File: src/rtl/seq_restoring_divider.sv
// Sequential unsigned restoring divider: one quotient bit per clock, start/done handshake.
// Optional build macro DIV_BY_ZERO_CHK_EN: short-circuit a zero divisor straight to DONE.
`timescale 1ns/1ps

module seq_restoring_divider #(
  parameter int WIDTH = 8
) (
  input  logic             clk,
  input  logic             rst,
  input  logic             start,
  input  logic [WIDTH-1:0] dividend,
  input  logic [WIDTH-1:0] divisor,
  output logic             busy,
  output logic             done,
  output logic [WIDTH-1:0] quotient,
  output logic [WIDTH-1:0] remainder,
  output logic             div_by_zero,
  output logic [1:0]       state_dbg
);

  // Handshake: start is sampled only in IDLE (busy=0); operands are captured at that
  // same edge. done pulses for exactly one cycle while results become valid; results
  // then hold until the next done. A start seen while busy=1 is dropped.

  localparam int CW = (WIDTH > 2) ? $clog2(WIDTH) : 1;

  typedef enum logic [1:0] {
    IDLE = 2'd0,
    CALC = 2'd1,
    DONE = 2'd2
  } state_t;

  state_t state, state_next;

  logic [WIDTH-1:0] q_reg;
  logic [WIDTH-1:0] d_reg;
  logic [WIDTH-1:0] r_reg;
  logic [CW-1:0]    cnt;

  logic [WIDTH:0]   r_shift;
  logic [WIDTH-1:0] r_sub;
  logic [WIDTH-1:0] r_next;
  logic [WIDTH-1:0] q_next;
  logic             ge;
  logic             last_iter;

  // The stored remainder is always < D, so it fits in WIDTH bits; only the shifted
  // value needs the extra bit for the compare.
  always_comb begin
    r_shift   = {r_reg, q_reg[WIDTH-1]};
    ge        = (r_shift >= {1'b0, d_reg});
    r_sub     = r_shift[WIDTH-1:0] - d_reg;
    r_next    = ge ? r_sub : r_shift[WIDTH-1:0];
    q_next    = {q_reg[WIDTH-2:0], ge};
    last_iter = (cnt == CW'(WIDTH - 1));
  end

  always_comb begin
    state_next = state;
    case (state)
      IDLE: begin
        if (start) begin
`ifdef DIV_BY_ZERO_CHK_EN
          if (divisor == '0) state_next = DONE;
          else               state_next = CALC;
`else
          state_next = CALC;
`endif
        end
      end
      CALC:    if (last_iter) state_next = DONE;
      DONE:    state_next = IDLE;
      default: state_next = IDLE;
    endcase
  end

  always_ff @(posedge clk) begin
    if (rst) state <= IDLE;
    else     state <= state_next;
  end

  always_ff @(posedge clk) begin
    if (rst) begin
      q_reg     <= '0;
      d_reg     <= '0;
      r_reg     <= '0;
      cnt       <= '0;
      quotient  <= '0;
      remainder <= '0;
    end else begin
      case (state)
        IDLE: begin
          if (start) begin
            q_reg <= dividend;
            d_reg <= divisor;
            r_reg <= '0;
            cnt   <= '0;
`ifdef DIV_BY_ZERO_CHK_EN
            if (divisor == '0) begin
              quotient  <= '1;
              remainder <= dividend;
            end
`endif
          end
        end
        CALC: begin
          q_reg <= q_next;
          r_reg <= r_next;
          cnt   <= cnt + CW'(1);
          if (last_iter) begin
            quotient  <= q_next;
            remainder <= r_next;
          end
        end
        default: ;
      endcase
    end
  end

`ifdef DIV_BY_ZERO_CHK_EN
  logic dbz_reg;

  always_ff @(posedge clk) begin
    if (rst) begin
      dbz_reg <= 1'b0;
    end else if (state == IDLE && start) begin
      if (divisor == '0) dbz_reg <= 1'b1;
    end else if (state == CALC && last_iter) begin
      dbz_reg <= 1'b0;
    end
  end

  assign div_by_zero = dbz_reg;
`else
  assign div_by_zero = 1'b0;
`endif

  assign busy      = (state != IDLE);
  assign done      = (state == DONE);
  assign state_dbg = state;

endmodule
File: config.mk
export PLATFORM = sky130hd
export DESIGN_NAME = seq_restoring_divider
export DESIGN_NICKNAME = d
export VERILOG_FILES = /design/src/rtl/seq_restoring_divider.sv
export SDC_FILE = /design/constraint.sdc
export NUM_CORES = 1
export LEC_CHECK = 0
export CORE_MARGIN = 1
export CORE_UTILIZATION = 40
export CTS_BUF_LIST = sky130_fd_sc_hd__clkbuf_4 sky130_fd_sc_hd__clkbuf_8
export DETAILED_ROUTE_END_ITERATION = 16
export GPL_ROUTABILITY_DRIVEN = 1
export PLACE_DENSITY = 0.61
export SLEW_MARGIN = 20
export SYNTH_ARGS = -nofsm -noshare
export SYNTH_HDL_FRONTEND = slang
export SYNTH_SLANG_ARGS = --single-unit
File: constraint.sdc
create_clock -name clk -period 3.5 [get_ports clk]
set_input_delay 0.525 -clock clk [delete_from_list [all_inputs] [get_ports clk]]
set_output_delay 0.525 -clock clk [all_outputs]
set_load 0.01 [all_outputs]
==> Word-level counts from Yosys, hierarchy flattened <==
Cells that the tools add are included.
{ "word_totals": {"register_bits": 45, "inputBits": 19, "out_inout_bits": 21, "word_cells": 32} }
{ "op_classes": {"n_addsub": 2, "magnitude_cmp": 1, "eq_ne": 5, "n_mux": 10, "reduce_logical": 7} }
{ "ops": {"columns": ["operator", "count"], "rows": [
  ["$pmux W8 S2", 2],
  ["$mux W8", 3],
  ["$ge A9 B8 Y1", 1],
  ["$reduce_and A2 Y1", 4],
  ["$sub A8 B8 Y8", 1],
  ["$pmux W3 S2", 1],
  ["$mux W2", 2],
  ["$ne A2 B2 Y1 const B", 2],
  ["$pmux W2 S2", 1],
  ["$reduce_bool A2 Y1", 2],
  ["$add A3 B1 Y3 const B", 1],
  ["$eq A3 B3 Y1 const B", 1],
  ["$mux W3", 1],
  ["$eq A2 B1 Y1 const B", 1],
  ["$eq A2 B2 Y1 const B", 1],
  ["$logic_not A2 Y1", 1]
]} }

==> Depth between registers and ports, before layout <==
Gate-level depths: netlist of run 1.
{ "depth": {"word_depth": 3, "ltp_mapped": 9, "ltp_nobuf": 9} }

==> Worst setup path before layout of run 1 <==
OpenSTA, ideal clock, no wires.
{ "synth_timing": {"path_kind": "register to register", "start": "register q_reg[7]", "end": "register remainder[6]", "setup_time_ps": 86, "t_arrival_ps": 1938, "required_ps": 3414, "setup_slack_ps": 1476, "stages_incl_launch_ff": 10, "path_buffers": 0, "cell_sequence": "dfxtp_1 -> inv_1 -> ha_1 -> inv_1 -> fa_1 -> a211o_1 -> a2111oi_0 -> nand4b_1 -> o21ai_1 -> a211oi_1"} }
{ "synth_via": {"elab_chain_cells": 2, "elab_cells_between_ends": 3, "cone_classes": "add/sub (1); order compare (1); mux (1)"} }
{ "synth_lines": {"columns": ["item", "line_no", "rtl"], "rows": [
  ["from (decl)", "35", "logic [WIDTH-1:0] q_reg;"],
  ["from (signal assigned)", "94", "q_reg <= dividend;"],
  ["from (signal assigned)", "107", "q_reg <= q_next;"],
  ["$sub A8 B8 Y8 / $ge A9 B8 Y1 (equally long branches)", "52, 51", null],
  ["$mux W8 (*)", "53", "r_next = ge ? r_sub : r_shift[WIDTH-1:0];"],
  ["to (signal assigned)", "112", "remainder <= r_next;"],
  ["to (decl)", "16", "output logic [WIDTH-1:0] remainder,"]
]} }
Mark *: on every way between the ends. The rest lies on a longest branch, timed or not.
A chain may end at the register's enable or synchronous reset.

==> Final worst setup path of run 1 <==
Ends and elaborated chain as after synthesis.

==> results of run 1 <==
metal layers:
metal	global-route usage	share of wire	wire, um
met1	0.274	0.51	2790
met2	0.288	0.43	2360
met3	0.0412	0.053	291
met4	0.0566	0.012	68
met5	0	0	0
synthesized netlist by cell type (2+ instances only):
master	instances
and2_1	2
nand4_1	2
buf_2	5
nand2b_1	3
or3_1	2
nor3_1	5
nand3b_1	4
a211o_1	2
nor2_1	26
inv_1	11
nand2_1	57
xnor2_1	2
a31oi_1	3
nor3b_2	2
a21oi_1	25
o21ai_1	8
clkbuf_1	9
o31ai_1	2
o21ai_0	5
a311oi_1	11
buf_1	2
dfxtp_1	45
a32o_1	2
nand3_1	8
o211ai_1	2
nor3b_1	2
a211oi_1	6
a2111oi_0	2
nor2b_1	3
ha_1	10
cells by family after synthesis:
family / Yosys count / synth area share
adder cells (fa/ha/maj): 11 / 0.0631
XOR/XNOR: 3 / 0.0114
buffers and inverters: 29 / 0.0550
flip-flops: 45 / 0.392
AO/OA/AOI/OAI: 79 / 0.233
AND/OR/NAND/NOR: 120 / 0.244
other: 1 / 0.00163
worst max-delay path by stage:
stage	startpoint	end	slack [ns]	cells after the start
after floorplan	q_reg[7]	remainder[6]	1.48	9
final	q_reg[7]	remainder[6]	1.15	9
after global routing	q_reg[7]	remainder[6]	1.0	9
after global placement	q_reg[7]	remainder[6]	1.23	9
after CTS	q_reg[7]	remainder[6]	1.17	9
after detailed placement	q_reg[7]	remainder[6]	1.20	9
metrics by stage:
step           cell area [um^2]  cells
3_3_place_gp               2720    385
3_5_place_dp               2720    385
4_1_cts                    2810    392
5_1_grt                    2810    392
2_1_floorplan              2300    288
6_report                   2810    392
report_power, final:
part | switching [mW] | internal, mW | total, mW
Clock | 0.183 | 0.156 | 0.339
Sequential | 0.0337 | 0.546 | 0.579
Combinational | 0.338 | 0.210 | 0.548
Total | 0.554 | 0.912 | 1.47
worst min-delay path, stage by stage (launching register included):
cell	delay [ns]
dfxtp_1	0.31
nand2_1	0.05
a21oi_1	0.05
final cells by class:
cell class,instances,area share
Timing Repair Buffer,43,0.149
Inverter,11,0.0147
Tap cell,72,0.0320
Clock buffer,6,0.0294
Clock inverter,1,0.00267
Multi-Input combinational cell,214,0.452
Sequential cell,45,0.320
==> summary.txt, run 1 <==
Worst hold path
  • Hold depth: 2
  • Hold path start: quotient[1]
  • Hold Crit Class: flip-flop to flip-flop
  • Hold Path Sink: quotient[1]

Clocking
  • Htree depth: 2
  • Cts bufs inserted: 5
  • CTS Hold Bufs: 0
  • Clk slew on worst S/H paths: approximately 0.09 ns
  • Resize count post-CTS: 0
  • Clock sink total: 45
  • Skew-Pair Late Insertion Delay: about 0.30 ns
  • Setup Fix Bufs, Post-CTS: 0
  • Root buffer cell: clkbuf_8
  • CTS tree: built
  • Max clock buf depth: 2

Logic synthesis
  • Ys flop type: dfxtp_1
  • Seq/Total Area, Yosys: 0.392
  • Number of synthesis warnings: 0
  • Netlist cell types: 50
  • Leading post-synthesis cells by cell area: dfxtp_1, nand2_1, a21oi_1, ha_1, nor2_1
  • Post-synthesis cell count: 288
  • Post-synth EDFFs: 0
  • Post-synthesis register bit count: 45
  • Area leader, netlist: dfxtp_1
  • Async set-reset flop share out of synthesis: 0
  • Fraction of post-synthesis cell area in the top cell type by area: 0.392
  • Syn_area_per_cell: 7.99 um^2
  • Post-Syn Area: 2300 um^2
  • Synthesized Nets: around 320

STA
  • Final hold slack: approximately 0.46 ns
  • Tmin final: 2.35 ns
  • Fin crit share: 0.671
  • Slew headroom: 0.482
  • Slew @ Worst Pin: approximately 0.8 ns
  • Final setup viols: 0
  • Post-route setup TNS: 0 ns
  • Slew Limit Fails: 0
  • Final hold vios: 0
  • PnR worst setup slack: 1.15 ns
  • Highest Clock Rate: 0.426 GHz
  • RSZ-0062 raised after global routing: no
  • Final Skew: ~0.0045 ns

Critical path
  • CP most frequent cell: inv_1
  • Worst path max stage delay: 0.40 ns
  • Cells on worst reg2reg path: 9
  • Critical Path, Cell by Cell: inv_1 -> ha_1 -> inv_1 -> fa_1 -> a211o_1 -> a2111oi_0 -> nand4b_1 -> o21ai_1 -> a211oi_1
  • CP Capture Type: flip-flop
  • Slowest cell on the critical path: fa_1
  • Worst path top cell family by delay: compound AO/OA/AOI/OAI gates
  • WP data required: 3.72 ns
  • R2R Path End: remainder[6]
  • Worst path buffer plus inverter count: 2
  • Worst Path Max Fanout: 3
  • Crit path DAT: 2.57 ns
  • R2r startpoint: q_reg[7]
  • Worst reg2reg setup slack: about 1.2 ns
  • Crit path launch type: flip-flop
  • Crit Path Category: flip-flop to flip-flop

Finish
  • Storage cell area: 901 um^2
  • Multi-input logic area: 1270 um^2
  • Layout cells sized above 1: 0.0594
  • Leading cell type in the layout, fill and taps excluded: nand2_1
  • # diodes: 0
  • Commonest non-fill, non-tap cells in the layout: nand2_1, dfxtp_1, clkdlybuf4s50_1
  • Final core occ: 0.508
  • Area added between synthesis and finish: 22.3%
  • Fillers: approximately 540
  • Final-stage net count: 350

Die
  • Core area: 5540 um^2
  • Top-Level Pins: 40
  • Die width: 77.8 um
  • Die ar.: 6060 um^2
  • Initial core utilization: 0.415
  • Die H: 77.8 um
  • Std cell rows: 27

Placed design
  • Routability cong.: around 0.81
  • Post-DP HPWL: 3880 um
  • Place WS: 1.20 ns
  • Port Buffers: 38

Global routing
  • GR Overflow Total: 0
  • Global Route Usage Sum: 0.192
  • Vias in the first global route: about 1900
  • Largest net degree at the start of global routing: 45
  • First-pass GRT wire length: 9140 um
  • Initial antenna violation count: 0

Route
  • Vias per cell: approximately 5.4
  • DR iter-0 viols: 188
  • # DRC: 0
  • Post-route ant nets: 0
  • Drt wl/cell: around 14 um
  • Vias: 2128
  • Drt pass-1 iters: 4
  • Total wire length: 5510 um

Power and ir drop
  • Worst vdd ir: around 0.22 mV
  • Total power: 1.47 mW
  • Leakage Power: 1.01 nW
  • Pwr Density: 521 nW/um^2

Flow run
  • Max-cap violations: 0

Run status
  • Status: finished clean
Note: power is estimated with default switching activity, not from simulation.
==> run 2, diff against run 1 <==
PLACE_DENSITY = 0.64   (was 0.61)
clock period = 2.12 ns   (was 3.5 ns; I/O delays follow)
==> summary.txt, run 2 (synthesis results as in run 1) <==
STA
  • Fin crit share: 0.989
  • Post-route setup TNS: 0 ns
  • Slew Limit Fails: 0
  • Tmin final: between 2 and 2.5 ns
  • Slew @ Worst Pin: 0.591 ns
  • PnR worst setup slack: 0.0224 ns
  • Final setup viols: 0
  • Final Skew: around 0.0026 ns
  • Slew headroom: 0.605
  • RSZ-0062 raised after global routing: yes
  • Final hold vios: 0
  • Highest Clock Rate: 0.477 GHz

Global routing
  • Initial antenna violation count: 0
  • Vias in the first global route: 2017
  • First-pass GRT wire length: roughly 9700 um
  • GR Overflow Total: 0
  • Global Route Usage Sum: 0.201
  • Largest net degree at the start of global routing: 22

Placed design
  • Port Buffers: 38
  • Cell count after placement: slightly above 400
  • Routability cong.: 0.849
  • Place WS: -0.0550 ns
  • Post-DP HPWL: 4430 um

Route
  • Vias per cell: ~5.3
  • Vias: 2210
  • Drt pass-1 iters: 4
  • Total wire length: 5930 um
  • Drt wl/cell: ~14 um
  • # DRC: 0
  • DR iter-0 viols: 168
  • Post-route ant nets: 0

Die
  • Std cell rows: 27
  • Initial core utilization: 0.415
  • Die width: 77.8 um
  • Die ar.: a little over 6000 um^2
  • Top-Level Pins: 40
  • Die H: 77.8 um
  • Core area: around 5500 um^2

Clocking
  • Max clock buf depth: 2
  • Clock sink total: 45
  • Skew-Pair Late Insertion Delay: 0.29 ns
  • Root buffer cell: clkbuf_8
  • CTS tree: built
  • Cts bufs inserted: 5
  • Clk slew on worst S/H paths: ~0.08 ns
  • Htree depth: 2
  • CTS Hold Bufs: 0

Power and ir drop
  • Sequential share of power: 0.335
  • Switching Fraction: 0.356
  • Leakage Power: 1.17 nW
  • Switch Pwr: ~1.0 mW
  • Int Power: 1.84 mW
  • Clock network fraction of total power: 0.241
  • Share of power burned in combinational logic: 0.425
  • Total power: 2.85 mW
  • Worst vdd ir: 0.434 mV
  • Pwr Density: 915 nW/um^2

Flow run
  • Max-cap violations: 0

Worst hold path
  • Hold Crit Class: flip-flop to flip-flop

Finish
  • Final-stage net count: 376
  • Fin cells: 419
  • # diodes: 0
  • Layout cells sized above 1: 0.167
  • Fillers: 545
  • Area added between synthesis and finish: 35.5%
  • Commonest non-fill, non-tap cells in the layout: nand2_1, dfxtp_1, clkdlybuf4s50_1
  • Leading cell type in the layout, fill and taps excluded: nand2_1

Critical path
  • Slowest cell on the critical path: fa_2
  • CP Capture Type: flip-flop
  • Worst path max stage delay: 0.34 ns
  • Worst Path Max Fanout: 3
  • CP most frequent cell: inv_1
  • Crit path launch type: flip-flop
  • Crit path DAT: between 2 and 2.5 ns
  • WP data required: 2.33 ns
  • Crit Path Category: flip-flop to flip-flop
  • Critical Path, Cell by Cell: inv_1 -> ha_1 -> inv_1 -> fa_2 -> a211o_1 -> a2111oi_2 -> nand4b_1 -> o21ai_2 -> a211oi_1

Run status
  • Status: finished clean
## run 2: final timing paths
kind	start	end	slack (ns)	depth (start not counted)
max	q_reg[7]	remainder[6]	0.02	9
min	d_reg[4]	d_reg[4]	0.46	2
max reg2reg	q_reg[7]	remainder[6]	0.02	9
min reg2reg	d_reg[4]	d_reg[4]	0.46	2
## run 2: worst max-delay path: cells and delay by family (launching register included)
kind	cells	cell delay, ns
AOI/OAI and AO/OA	4	0.86
buffers and inverters	2	0.13
and+or+nand+nor	1	0.21
adders and majority gates	2	0.51
DFF	1	0.32
## run 2: final cells by class
| class | instances | area [um^2] | share of cell area |
|---|---|---|---|
| tap | 72 | 90.1 | 0.0289 |
| clock buffer | 7 | 90.1 | 0.0289 |
| sequential | 45 | 901 | 0.289 |
| timing repair buffer | 69 | 617 | 0.198 |
| inverter | 11 | 41.3 | 0.0132 |
| multi-input combinational | 214 | 1350 | 0.432 |
| clock inverter | 1 | 30.0 | 0.00963 |
## run 2: metrics by stage
stage	cell area, um^2	hold slack (ns)	utilization
floorplan	2300	0.436	-
global placement	2910	0.443	0.525
detailed placement	2910	0.447	0.525
CTS	3030	0.459	0.548
global route	3120	0.472	0.563
finish	3120	0.455	0.563
## run 2: what timing repair did
item                                    CTS  global route
resized for setup                         2            16
pin swaps                                 2             6
hold endpoints to repair                  0             0
buffers inserted                          0             1
endpoints found under the setup margin    2            16
## run 2: power by group through the flow
stage                     registers, mW  clock network (mW)  logic (mW)
final                             0.955               0.687        1.21
after global routing              0.961               0.731        1.32
after CTS                         0.950               0.699        1.09
after detailed placement          0.969                   0        1.08
after global placement            0.968                   0        1.08
after floorplan                   0.958                   0       0.720
## run 2: routing by layer
metal | GRT usage | share of wire
met1 | 0.283 | 0.49
met2 | 0.318 | 0.47
met3 | 0.0376 | 0.033
met4 | 0.0396 | 0.0057
met5 | 0 | 0
==> run 3, diff against run 2 <==
==> constraint.sdc (replaced) <==
create_clock -name clk -period 2.12 [get_ports clk]
set_input_delay 0.318 -clock clk [delete_from_list [all_inputs] [get_ports clk]]
set_output_delay 0.318 -clock clk [all_outputs]
set_load 0.005 [all_outputs]
==> results of run 3 <==
Same layout as run 2 (identical final DEF). Status: finished clean.
